[src/rtl/pipelined_addsub_if.sv]
// Operand/result handshake bundle for pipelined_addsub.
// The master side drives operands and out_ready; the slave side is the adder.
interface pipelined_addsub_if #(
    parameter int unsigned N = 32
);
    logic         in_valid;
    logic         in_ready;
    logic [N-1:0] a;
    logic [N-1:0] b;
    logic [1:0]   op;
    logic         cin;
    logic         out_valid;
    logic         out_ready;
    logic [N-1:0] sum;
    logic         cout;
    logic         ovf;
    logic         zero;

    modport master (
        output in_valid, a, b, op, cin, out_ready,
        input  in_ready, out_valid, sum, cout, ovf, zero
    );

    modport slave (
        input  in_valid, a, b, op, cin, out_ready,
        output in_ready, out_valid, sum, cout, ovf, zero
    );
endinterface

[src/rtl/pipelined_addsub.sv]
// Pipelined N-bit adder/subtractor: the carry chain is cut into STAGES equal chunks with one
// register stage per chunk; a single global advance enable freezes the whole pipe on stall.
module pipelined_addsub #(
    parameter int unsigned N      = 32,
    parameter int unsigned STAGES = 4
) (
    input logic               clk,
    input logic               rst_n,
    pipelined_addsub_if.slave bus
);
    localparam int unsigned W = N / STAGES;

    logic         out_valid;
    logic         adv;
    logic         accept;
    logic [N-1:0] b_eff;
    logic         c0;

    assign adv    = !out_valid || bus.out_ready;
    assign accept = bus.in_valid && adv;
    assign b_eff  = bus.op[0] ? ~bus.b : bus.b;

    always_comb begin
        case (bus.op)
            2'b00:   c0 = 1'b0;
            2'b01:   c0 = 1'b1;
            default: c0 = bus.cin;
        endcase
    end

    for (genvar k = 0; k < STAGES; k++) begin : g_stage
        // Operands shrink and the result grows by one chunk per stage, which is the input skew
        // and output deskew folded into the stage registers themselves.
        localparam int unsigned RI = N - k * W;
        localparam int unsigned SW = (k + 1) * W;

        logic          v_in;
        logic          c_in;
        logic [RI-1:0] a_in;
        logic [RI-1:0] b_in;
        logic [W:0]    chunk;
        logic [SW-1:0] s_nxt;

        logic          valid_q;
        logic          carry_q;
        logic [SW-1:0] sum_q;

        if (k == 0) begin : g_head
            assign v_in  = accept;
            assign c_in  = c0;
            assign a_in  = bus.a;
            assign b_in  = b_eff;
            assign s_nxt = chunk[W-1:0];
        end else begin : g_body
            assign v_in  = g_stage[k-1].valid_q;
            assign c_in  = g_stage[k-1].carry_q;
            assign a_in  = g_stage[k-1].g_ops.a_q;
            assign b_in  = g_stage[k-1].g_ops.b_q;
            assign s_nxt = {chunk[W-1:0], g_stage[k-1].sum_q};
        end

        assign chunk = {1'b0, a_in[W-1:0]} + {1'b0, b_in[W-1:0]} + {{W{1'b0}}, c_in};

        // Data only moves with a valid beat, so the last stage keeps its last valid result.
        always_ff @(posedge clk or negedge rst_n) begin
            if (!rst_n) begin
                valid_q <= 1'b0;
                carry_q <= 1'b0;
                sum_q   <= '0;
            end else if (adv) begin
                valid_q <= v_in;
                if (v_in) begin
                    carry_q <= chunk[W];
                    sum_q   <= s_nxt;
                end
            end
        end

        if (k < STAGES - 1) begin : g_ops
            logic [RI-W-1:0] a_q;
            logic [RI-W-1:0] b_q;

            always_ff @(posedge clk or negedge rst_n) begin
                if (!rst_n) begin
                    a_q <= '0;
                    b_q <= '0;
                end else if (adv && v_in) begin
                    a_q <= a_in[RI-1:W];
                    b_q <= b_in[RI-1:W];
                end
            end
        end

        if (k == STAGES - 1) begin : g_flags
            logic ovf_q;

            // The top chunk still carries the operand sign bits in its MSB position.
            always_ff @(posedge clk or negedge rst_n) begin
                if (!rst_n) begin
                    ovf_q <= 1'b0;
                end else if (adv && v_in) begin
                    ovf_q <= (a_in[W-1] == b_in[W-1]) && (chunk[W-1] != a_in[W-1]);
                end
            end
        end
    end

    assign out_valid     = g_stage[STAGES-1].valid_q;
    assign bus.out_valid = out_valid;
    assign bus.in_ready  = adv;
    assign bus.sum       = g_stage[STAGES-1].sum_q;
    assign bus.cout      = g_stage[STAGES-1].carry_q;
    assign bus.ovf       = g_stage[STAGES-1].g_flags.ovf_q;
    assign bus.zero      = (g_stage[STAGES-1].sum_q == '0);
endmodule

[src/flat_wrapper.sv]
// flat-port wrapper written by rule: the top's interface ports become plain ports
module pipelined_addsub_flat 
#(
    parameter int unsigned N      = 32,
    parameter int unsigned STAGES = 4
)
  (clk, rst_n, bus_in_valid, bus_a, bus_b, bus_op, bus_cin, bus_out_ready, bus_in_ready, bus_out_valid, bus_sum, bus_cout, bus_ovf, bus_zero);
  pipelined_addsub_if #(.N(N)) bus_i ();
  input logic clk;
  input logic rst_n;
  input wire logic [$bits(bus_i.in_valid)-1:0] bus_in_valid;
  input wire logic [$bits(bus_i.a)-1:0] bus_a;
  input wire logic [$bits(bus_i.b)-1:0] bus_b;
  input wire logic [$bits(bus_i.op)-1:0] bus_op;
  input wire logic [$bits(bus_i.cin)-1:0] bus_cin;
  input wire logic [$bits(bus_i.out_ready)-1:0] bus_out_ready;
  output wire logic [$bits(bus_i.in_ready)-1:0] bus_in_ready;
  output wire logic [$bits(bus_i.out_valid)-1:0] bus_out_valid;
  output wire logic [$bits(bus_i.sum)-1:0] bus_sum;
  output wire logic [$bits(bus_i.cout)-1:0] bus_cout;
  output wire logic [$bits(bus_i.ovf)-1:0] bus_ovf;
  output wire logic [$bits(bus_i.zero)-1:0] bus_zero;
  assign bus_i.in_valid = bus_in_valid;
  assign bus_i.a = bus_a;
  assign bus_i.b = bus_b;
  assign bus_i.op = bus_op;
  assign bus_i.cin = bus_cin;
  assign bus_i.out_ready = bus_out_ready;
  assign bus_in_ready = bus_i.in_ready;
  assign bus_out_valid = bus_i.out_valid;
  assign bus_sum = bus_i.sum;
  assign bus_cout = bus_i.cout;
  assign bus_ovf = bus_i.ovf;
  assign bus_zero = bus_i.zero;
  pipelined_addsub #(.N(N), .STAGES(STAGES)) u_core (.clk(clk), .rst_n(rst_n), .bus(bus_i));
endmodule
[config.mk]
export PLATFORM = sky130hd
export DESIGN_NAME = pipelined_addsub_flat
export DESIGN_NICKNAME = d
export VERILOG_FILES = /design/src/rtl/pipelined_addsub_if.sv /design/src/rtl/pipelined_addsub.sv /design/src/flat_wrapper.sv
export SDC_FILE = /design/constraint.sdc
export NUM_CORES = 1
export LEC_CHECK = 0
export CORE_UTILIZATION = 30
export CTS_CLUSTER_SIZE = 14
export DETAILED_ROUTE_END_ITERATION = 10
export PLACE_DENSITY = 0.5
export SLEW_MARGIN = 5
export SYNTH_ARGS = -nofsm -noshare
export SYNTH_HDL_FRONTEND = slang
export SYNTH_SLANG_ARGS = --single-unit
[constraint.sdc]
create_clock -name clk -period 3.1 [get_ports clk]
set_input_delay 0.62 -clock clk [delete_from_list [all_inputs] [get_ports clk]]
set_output_delay 0.62 -clock clk [all_outputs]
set_load 0.01 [all_outputs]
==> impl_metrics.csv <==
group,metric,value,unit
run_status,run_status,"completed",
logic_synthesis,ys_warn_count,0,
logic_synthesis,synth-compound-area-share,7.92,%
route,first_pass_iters,4,
sta,final.period_utilization,93.8,%
placed_design,gp_congestion,0.761,
critical_path,setup.worst_path.start_class,"flip-flop",
logic_synthesis,synthMuxAreaShare,17.3,%
final_layout,final_common_cell,"dfrtp_1",
sta,finalSetupViolations,0,
critical_path,endpoint_kind,"output pin",
clock_network,cts_root_buf,"clkbuf_16",
critical_path,crit_type,"flip-flop to output pin",
floorplan,ios,108,
sta,fin_crit,2910,ps
route,vias_per_cell,4.40,
logic_synthesis,ys_ff_latch,185,
critical_path,cp.required,2480,ps
placed_design,dp_hpwl,12.3,mm
global_route,grt_pass1_wl,28.2,mm
sta,rsz0062_at_grt,"no",
sta,slew_headroom,55.8,%
final_layout,finalNetCount,881,
route,route.detailed.drc,0,
route,first_iter_violations,187,
floorplan,coreArea,27800,um2
clock_network,cts_tree,"yes",
power,peakVddDrop,0.469,mV
floorplan,die_y,170,um
final_layout,finalNonFillerCells,1165,
logic_synthesis,syn_nets,773,
clock_network,cts_buffer_depth,2,
global_route,grtUsageTotal,12.8,%
global_route,antenna_found_initial,1,
floorplan,dieWidth,170,um
global_route,grt_pass1_vias,5279,
sta,max_freq,344,MHz
logic_synthesis,synthDistinctLibCells,37,
sta,finalSetupTns,0,ps
route,num_vias,5131,
clock_network,ctsHoldBuffers,0,
critical_path,worstPathMaxFanout,3,
global_route,grt_max_degree,75,
logic_synthesis,seq_area_frac_synth,54.6,%
floorplan,initial_core_util,30.5,%
clock_network,worstSkewPairLatency,430,ps
power,p_per_area,1010,nW/um2
sta,hold_viol,0,
final_layout,drive_gt1_share,23.1,%
final_layout,syn2layout_area_growth,25.2,%
route,wl,17.3,mm
final_layout,layout_common_cells,"dfrtp_1, mux2_2, clkdlybuf4s50_1",
placed_design,io_buffers,107,
logic_synthesis,synth-simple-area-share,5.81,%
floorplan,row_count,61,
sta,whs,118,ps
clock_network,htreeDepth,4,
route,detail-route-antenna-nets,0,
route,post_drt_wl_per_cell,14.8,um
sta,tightest_slew,657,ps
logic_synthesis,avgSynthCellArea,12.7,um2
logic_synthesis,syn_inst,666,
global_route,gr-total-overflow,0,
logic_synthesis,netlist_area,8480,um2
logic_synthesis,synth_top_family_by_area,"multiplexers",
placed_design,dpl.cell_count,1133,
logic_synthesis,synth_fa_ha_area_share,6.02,%
sta,drv_slew,0,
floorplan,die_area,29000,um2
power,power.leakage,4.56,nW
clock_network,cts_sinks,185,
final_layout,fill_cells,2752,
logic_synthesis,synth_xor_area_share,5.47,%
critical_path,critPathArrivalTime,2290,ps
flow_run,drv_cap,0,
sta,clock_skew,12.0,ps
clock_network,cts_inserted_buffers,17,
min_path,hold_path.class,"input pin to async pin",
clock_network,clkTransAtPathRegs,70,ps
final_layout,n_antenna_cell,0,
## power by group
group          internal (mW)  leakage [nW]  switching [mW]
Sequential              3.50          2.24           0.672
Clock                   1.22         0.276           0.958
Combinational           2.38          2.04            1.95
## logic make-up (layout without fill, tap and decap cells)
group | count (synthesis) | count (layout)
flops | 185 | 185
fa+ha+maj | 36 | 36
simple gates | 110 | 110
compound gates | 112 | 112
xor+xnor | 53 | 53
mux | 127 | 127
buf+inv | 43 | 164
## layer usage
metal / GRT usage (%) / up-vias / wire length (um)
met3: 2.63 / 21 / 500
met2: 20.1 / 78 / 7980
met4: 4.47 / 0 / 340
met5: 0 / - / 0
met1: 17.3 / 2481 / 8480
li1: - / 2551 / -
## stage by stage
| stage | power (mW) | util (%) | setup WS, ps | cell area (um2) |
|---|---|---|---|---|
| 3_3_place_gp | 8.55 | 36.1 | 103 | 10000 |
| 2_1_floorplan | 7.16 | - | 404 | 8480 |
| 3_5_place_dp | 8.65 | 36.1 | 54.4 | 10000 |
| 5_1_grt | 11.5 | 38.2 | 27.2 | 10600 |
| 4_1_cts | 10.9 | 38.2 | 30.0 | 10600 |
| 6_report | 10.7 | 38.2 | 192 | 10600 |
## state kept, by name, summed over array words and instances, names as in the netlist
signal,flops
u_core.g_stage.g_ops.a_q,48
u_core.bus.out_valid,1
u_core.bus.cout,1
u_core.g_stage.carry_q,3
u_core.bus.sum,32
u_core.bus.ovf,1
u_core.g_stage.valid_q,3
u_core.g_stage.g_ops.b_q,48
u_core.g_stage.sum_q,48
## path summary, 6_finish.rpt
| check | depth (start not counted) | slack (ps) | end | start |
|---|---|---|---|---|
| max in group asynchronous | 2 | 2230 | u_core.g_stage[1].g_ops.b_q[2]$_DFFE_PN0P_ | rst_n |
| setup reg to reg | 7 | 670 | u_core.bus.sum[30]$_DFFE_PN0P_ | u_core.g_stage[2].g_ops.b_q[0]$_DFFE_PN0P_ |
| setup / recovery | 4 | 190 | bus_zero | u_core.bus.sum[9]$_DFFE_PN0P_ |
| hold reg to reg | 2 | 470 | u_core.g_stage[0].g_ops.b_q[11]$_DFFE_PN0P_ | u_core.g_stage[0].g_ops.b_q[11]$_DFFE_PN0P_ |
| hold / removal | 1 | 120 | u_core.g_stage[2].g_ops.b_q[3]$_DFFE_PN0P_ | rst_n |
| min in group clk | 2 | 470 | u_core.g_stage[0].g_ops.b_q[11]$_DFFE_PN0P_ | u_core.g_stage[0].g_ops.b_q[11]$_DFFE_PN0P_ |
## worst max-delay path: stages, from the launching register on
cell	delay [ps]
dfrtp_1	400
nor4_1	610
nand4_1	200
nor2_1	120
clkdlybuf4s50_1	540
## cell usage after synthesis, drive strengths merged
library cell,n,area (um2)
inv,13,48.8
ha,28,350
nor3,10,50.1
o211ai,2,15.0
o21bai,4,30.0
nand3,4,20.0
nor4,8,50.1
o21ai,61,305
xor2,27,236
clkbuf,4,15.0
o2111ai,2,17.5
nor2,13,48.8
o31ai,7,67.6
a31oi,4,31.3
fa,8,160
xnor2,26,228
dfrtp,185,4630
nand2b,7,43.8
buf,26,180
a21oi,18,90.1
a41o,2,20.0
a211oi,6,50.1
nor2b,2,12.5
nand4,2,12.5
and2,2,12.5
mux2,127,1470
o21a,2,15.0
a21o,4,30.0
nand2,62,243
## cell type report
class                      instances  area (um2)  area share [%]
clock buffer                      19         443            4.17
timing repair buffer             119        1260            11.9
sequential                       185        4630            43.6
clock inverter                    13         144            1.35
inverter                          13        48.8           0.459
tap                              378         473            4.45
multi-input combinational        438        3620            34.1
## what timing repair did
action | CTS | global route
gates resized for setup | 0 | 1
hold endpoints to repair | 0 | 0
buffers inserted | 0 | 0
endpoints found under the setup margin | 0 | 1
Note: power is estimated with default switching activity, not from simulation.
